[config.mk]
export PLATFORM = sky130hd
export DESIGN_NAME = pc_sequencer
export DESIGN_NICKNAME = d
export VERILOG_FILES = /design/src/rtl/pc_seq_pkg.sv /design/src/rtl/pc_next_mux.sv /design/src/rtl/pc_sequencer.sv
export SDC_FILE = /design/constraint.sdc
export NUM_CORES = 1
export LEC_CHECK = 0
export ABC_AREA = 1
export BUFFER_PORTS_ARGS = -buffer_cell sky130_fd_sc_hd__buf_2
export CAP_MARGIN = 20
export CORE_MARGIN = 5
export CORE_UTILIZATION = 50
export DETAILED_ROUTE_END_ITERATION = 16
export GPL_ROUTABILITY_DRIVEN = 0
export PLACE_DENSITY = 0.88
export SYNTH_ARGS = -nofsm -noshare
export SYNTH_HDL_FRONTEND = slang
export SYNTH_SLANG_ARGS = --single-unit
export TNS_END_PERCENT = 10
[constraint.sdc]
create_clock -name clk -period 3.1 [get_ports clk]
set_input_delay 0.465 -clock clk [delete_from_list [all_inputs] [get_ports clk]]
set_output_delay 0.465 -clock clk [all_outputs]
set_load 0.005 [all_outputs]
[src/rtl/pc_seq_pkg.sv]
// Shared types and constants for the program-counter sequencer.
package pc_seq_pkg;

  typedef enum logic [1:0] {
    RESET,
    RUN,
    HALT
  } pc_state_e;

  localparam logic [3:0] CAUSE_IADDR_MISALIGN = 4'd0;
  localparam logic [3:0] CAUSE_ECALL_M        = 4'd11;

endpackage

[src/rtl/pc_next_mux.sv]
// Combinational next-PC priority select: trap, misaligned redirect, JALR, branch, sequential.
module pc_next_mux
  import pc_seq_pkg::*;
#(
  parameter int XLEN = 32,
  parameter int INC  = 4
) (
  input  logic [XLEN-1:0] pcPlusInc,
  input  logic            brTaken,
  input  logic [XLEN-1:0] brTarget,
  input  logic            jalr,
  input  logic [XLEN-1:0] jalrTarget,
  input  logic            trap,
  input  logic [XLEN-1:0] trapVec,
  output logic [XLEN-1:0] nextPc,
  output logic            trapTaken,
  output logic            misalign,
  output logic [3:0]      trapCause
);

  // Low address bits that must be zero for a legal fetch target.
  localparam logic [XLEN-1:0] ALIGN_MASK = (INC == 4) ? XLEN'(3) :
                                           (INC == 2) ? XLEN'(1) : '0;

  logic [XLEN-1:0] redirTarget;
  logic            redirect;
  logic            redirMisaligned;

  // NOTE: every signal written in always_comb gets a default first, so no latch is inferred.
  always_comb begin
    redirTarget = brTarget;
    if (jalr) redirTarget = {jalrTarget[XLEN-1:1], 1'b0};
  end

  assign redirect        = jalr | brTaken;
  assign redirMisaligned = redirect && ((redirTarget & ALIGN_MASK) != '0);

  always_comb begin
    nextPc    = pcPlusInc;
    trapTaken = 1'b0;
    misalign  = 1'b0;
    trapCause = CAUSE_ECALL_M;
    if (trap) begin
      nextPc    = trapVec;
      trapTaken = 1'b1;
    end else if (redirMisaligned) begin
      nextPc    = trapVec;
      trapTaken = 1'b1;
      misalign  = 1'b1;
      trapCause = CAUSE_IADDR_MISALIGN;
    end else if (redirect) begin
      nextPc = redirTarget;
    end
  end

endmodule

[src/rtl/pc_sequencer.sv]
// Registered program counter with RESET/RUN/HALT control, trap capture and retired-instruction count.
module pc_sequencer
  import pc_seq_pkg::*;
#(
  parameter int              XLEN         = 32,
  parameter int              INC          = 4,
  parameter logic [XLEN-1:0] RESET_VECTOR = '0,
  parameter int              CNT_W        = 64
) (
  input  logic             clk,
  input  logic             rst_n,
  input  logic             stall_i,
  input  logic             halt_i,
  input  logic             resume_i,
  input  logic             br_taken_i,
  input  logic [XLEN-1:0]  br_target_i,
  input  logic             jalr_i,
  input  logic [XLEN-1:0]  jalr_target_i,
  input  logic             trap_i,
  input  logic [XLEN-1:0]  trap_vec_i,
  output logic [XLEN-1:0]  pc_o,
  output logic [XLEN-1:0]  pc_plus_inc_o,
  output logic [XLEN-1:0]  epc_o,
  output logic [3:0]       cause_o,
  output logic             misalign_o,
  output logic             halted_o,
  output logic [CNT_W-1:0] instret_o
);

  pc_state_e       state;
  logic [XLEN-1:0] nextPc;
  logic            trapTaken;
  logic            misalign;
  logic [3:0]      trapCause;

  assign pc_plus_inc_o = pc_o + XLEN'(INC);

  pc_next_mux #(
    .XLEN(XLEN),
    .INC (INC)
  ) u_next_mux (
    .pcPlusInc (pc_plus_inc_o),
    .brTaken   (br_taken_i),
    .brTarget  (br_target_i),
    .jalr      (jalr_i),
    .jalrTarget(jalr_target_i),
    .trap      (trap_i),
    .trapVec   (trap_vec_i),
    .nextPc    (nextPc),
    .trapTaken (trapTaken),
    .misalign  (misalign),
    .trapCause (trapCause)
  );

  // NOTE: sequential state uses non-blocking assignments so every register samples pre-edge values.
  always_ff @(posedge clk or negedge rst_n) begin
    if (!rst_n) begin
      state      <= RESET;
      pc_o       <= RESET_VECTOR;
      epc_o      <= '0;
      cause_o    <= '0;
      misalign_o <= 1'b0;
      halted_o   <= 1'b0;
      instret_o  <= '0;
    end else begin
      misalign_o <= 1'b0;
      if (!stall_i) begin
        case (state)
          RESET: state <= RUN;
          RUN: begin
            instret_o <= instret_o + CNT_W'(1);
            if (trapTaken) begin
              pc_o       <= nextPc;
              epc_o      <= pc_o;
              cause_o    <= trapCause;
              misalign_o <= misalign;
            end else if (halt_i) begin
              // The halting instruction itself retires, so the PC still advances.
              pc_o     <= pc_plus_inc_o;
              state    <= HALT;
              halted_o <= 1'b1;
            end else begin
              pc_o <= nextPc;
            end
          end
          HALT: begin
            if (trap_i) begin
              pc_o     <= trap_vec_i;
              epc_o    <= pc_o;
              cause_o  <= CAUSE_ECALL_M;
              state    <= RUN;
              halted_o <= 1'b0;
            end else if (resume_i) begin
              state    <= RUN;
              halted_o <= 1'b0;
            end
          end
          default: state <= RESET;
        endcase
      end
    end
  end

endmodule

==> impl_metrics.csv <==
group,metric,value,unit
clock_network,cts-root-buf,"clkbuf_16",
floorplanning,die_w,140,microns
pwr,p_seq_share,35.4,%
clock_network,insertion_delay,0.43,ns
yosys,synth_nets,1288,
finish,layout_commonest_cell,"nand2_1",
yosys,yosys.area_share.simple,34.1,%
pwr,power.internal,4600,uW
critical_path,start_kind,"flip-flop",
global_routing,grt_pass1_wl,47.0,mm
floorplanning,die-area,19500,sq um
clock_network,cts_buffer_depth,2,
global_routing,grt_use_total,29.8,%
timing,period_share,90.7,%
drt,vias_per_cell,5.56,
floorplanning,core,16500,sq um
global_routing,grt-ovfl-total,0,
run,maxCapViolCount,0,
global_routing,grt_max_degree,73,
placement,pre_cts_ws,0.720,ns
finish,fin_util,63.9,%
hold_path,hold_path_class,"input pin to asynchronous set/reset pin",
clock_network,cts_tree,"done",
timing,tightest_slew,0.713,ns
critical_path,r2r_cells,10,
yosys,syn_inst,1179,
finish,fin_cells,1681,
pwr,p_leak,0.00555,uW
pwr,swShare,42.2,%
timing,timing_hold_violations_final,0,
clock_network,clock_sinks,133,
drt,drt_iter0_markers,862,
yosys,synth_xor_area_share,7.27,%
yosys,synth_warnings,0,
critical_path,cp.arrival,2.35,ns
drt,via_count,9352,
clock_network,cts_setup_buffers,0,
clock_network,cts_resized,0,
timing,finClkSkew,0.0221,ns
finish,nFillCells,1370,
yosys,yosys-top-cells-area,"dfrtp_1, nand2_1, nor2_1",
drt,highest_layer,"met4",
timing,layout_setup_ws,0.289,ns
yosys,netlist.top_cell.by_area,"dfrtp_1",
clock_network,hold_buffers,0,
critical_path,r2r_start,"state[1]",
finish,multi_input_area,4420,sq um
critical_path,timing.rr.end,"instret_o[62]",
pwr,p_switching,3350,uW
pwr,irDropWorstVdd,0.000735,V
finish,final_nets,1554,
drt,met3_length,3.15,mm
critical_path,required,2.63,ns
timing,setup_violations,0,
clock_network,cts.htree.levels,4,
yosys,ys_ff_latch,133,
global_routing,grt_pass1_vias,9013,
yosys,syn-mean-instance-area,7.14,sq um
timing,rsz0062_at_grt,"no",
finish,drive_above_1_share,24.7,%
pwr,clkPwrFrac,24.9,%
critical_path,rrSetupSlack,0.71,ns
drt,wire_per_inst,17.6,microns
global_routing,antenna_found_initial,3,
drt,wl,29.6,mm
yosys,yosysTopAreaCellShare,39.5,%
pwr,combPwrFrac,39.7,%
pwr,powerDensity,753,nW/um^2
timing,period_minus_slack,2.81,ns
floorplanning,initial_core_util,50.9,%
finish,syn_to_final_growth,25.5,%
finish,seq_area,3330,sq um
clock_network,path_clk_slew,0.06,ns
yosys,syn-cell-area,8420,sq um
timing,slew-limit-headroom,52.5,%
drt,wl_met1,10.9,mm
yosys,yosysSeqAreaShare,39.5,%
drt,dr_wl_met2,14.2,mm
timing,fmaxAchievable,356,MHz
timing,fin_tns_setup,0,ns
critical_path,crit_fanout,6,
yosys,synth_top_family_by_area,"simple AND/OR/NAND/NOR gates",
floorplanning,fp.dieH,140,microns
yosys,synthMuxAreaShare,0,%
floorplanning,ios,270,
yosys,synth.distinct_cells,48,
finish,final_cell_mix,"nand2_1, buf_2, nor2_1",
placement,dp.cells,1646,
run_status,status,"completed",
floorplanning,rows,47,
placement,portBuffers,267,
clock_network,cts_made_buffers,17,
drt,dr.pass1.iters,9,
yosys,synth_compound_area_share,10.4,%
placement,dp_hpwl,22.8,mm
yosys,yosys.area_share.adder,0.743,%
critical_path,end_kind,"primary output",
timing,whs,0.0617,ns
drt,ant_nets,0,
drt,drc,0,
critical_path,path_class,"flip-flop to primary output",
timing,drv_slew,0,
[worst max-delay path by stage]
stage | startpoint | endpoint | slack, ns | depth (start not counted)
2_1_floorplan | pc_o[2] | pc_plus_inc_o[22] | 1.17 | 6
3_3_place_gp | jalr_i | pc_o[31] | 0.76 | 10
3_5_place_dp | jalr_i | pc_o[31] | 0.72 | 10
4_1_cts | pc_o[2] | pc_plus_inc_o[22] | 0.31 | 7
5_1_grt | pc_o[2] | pc_plus_inc_o[22] | 0.09 | 7
6_report | pc_o[2] | pc_plus_inc_o[22] | 0.29 | 7
[metrics by stage]
stage	area, sq um	power, uW
2_1_floorplan	8420	4390
3_3_place_gp	9970	5830
3_5_place_dp	9970	5930
4_1_cts	10600	7930
5_1_grt	10600	8450
6_report	10600	7950
[cell usage after synthesis (all sizes together)]
cell     number
or2          10
nand3        65
o211ai        8
dfrtp       133
o211a         1
nor3b         2
o22ai         2
inv         130
clkinv        1
a22oi        15
nor4          3
o2111ai       1
clkbuf       12
nor3         17
nand3b        6
and2          4
a21o          1
xnor2        21
a21oi        40
o21a          8
a31oi         2
xor2         48
a22o         10
o21ai        60
buf          21
nor2        167
conb          1
nand4        23
ha            5
nand2       362
[flip-flops by register name, indices dropped and copies added (netlist names)]
register	count
pc_o	32
misalign_o	1
halted_o	1
epc_o	32
state	2
cause_o	1
instret_o	64
[final cells by class]
class / instances / area share (%)
antenna: 3 / 0.0711
clock buffer: 21 / 4.55
clock inverter: 11 / 0.936
inverter: 131 / 4.67
multi-input combinational: 882 / 41.9
sequential: 133 / 31.5
tap: 220 / 2.61
timing repair buffer: 280 / 13.8
[routing by layer]
layer  vias up  track usage, %
met2       640            49.5
met3       107            7.48
met1      4314            36.4
met5         -               0
met4         0            14.2
li1       4291               -
[power groups by stage]
stage	clock network, uW	logic [uW]	registers (uW)
floorplan	0	1690	2700
global placement	0	3040	2790
detailed placement	0	3120	2820
CTS	1990	3140	2790
global route	2070	3500	2880
finish	1980	3160	2820
[logic make-up after synthesis]
| group | count (synthesis) |
|---|---|
| compound gates | 148 |
| xor+xnor | 69 |
| fa+ha+maj | 5 |
| buf+inv | 164 |
| flops | 133 |
| other cells | 1 |
| simple gates | 659 |
[critical path, cell delays in order, from the launching register on]
cell     delay, ns
dfrtp_1       0.44
ha_1          0.27
nand3_1       0.16
nor2_1        0.28
nand4_1       0.25
o21ai_0       0.26
and2_1        0.16
buf_2         0.11
Note: power is estimated with default switching activity, not from simulation.
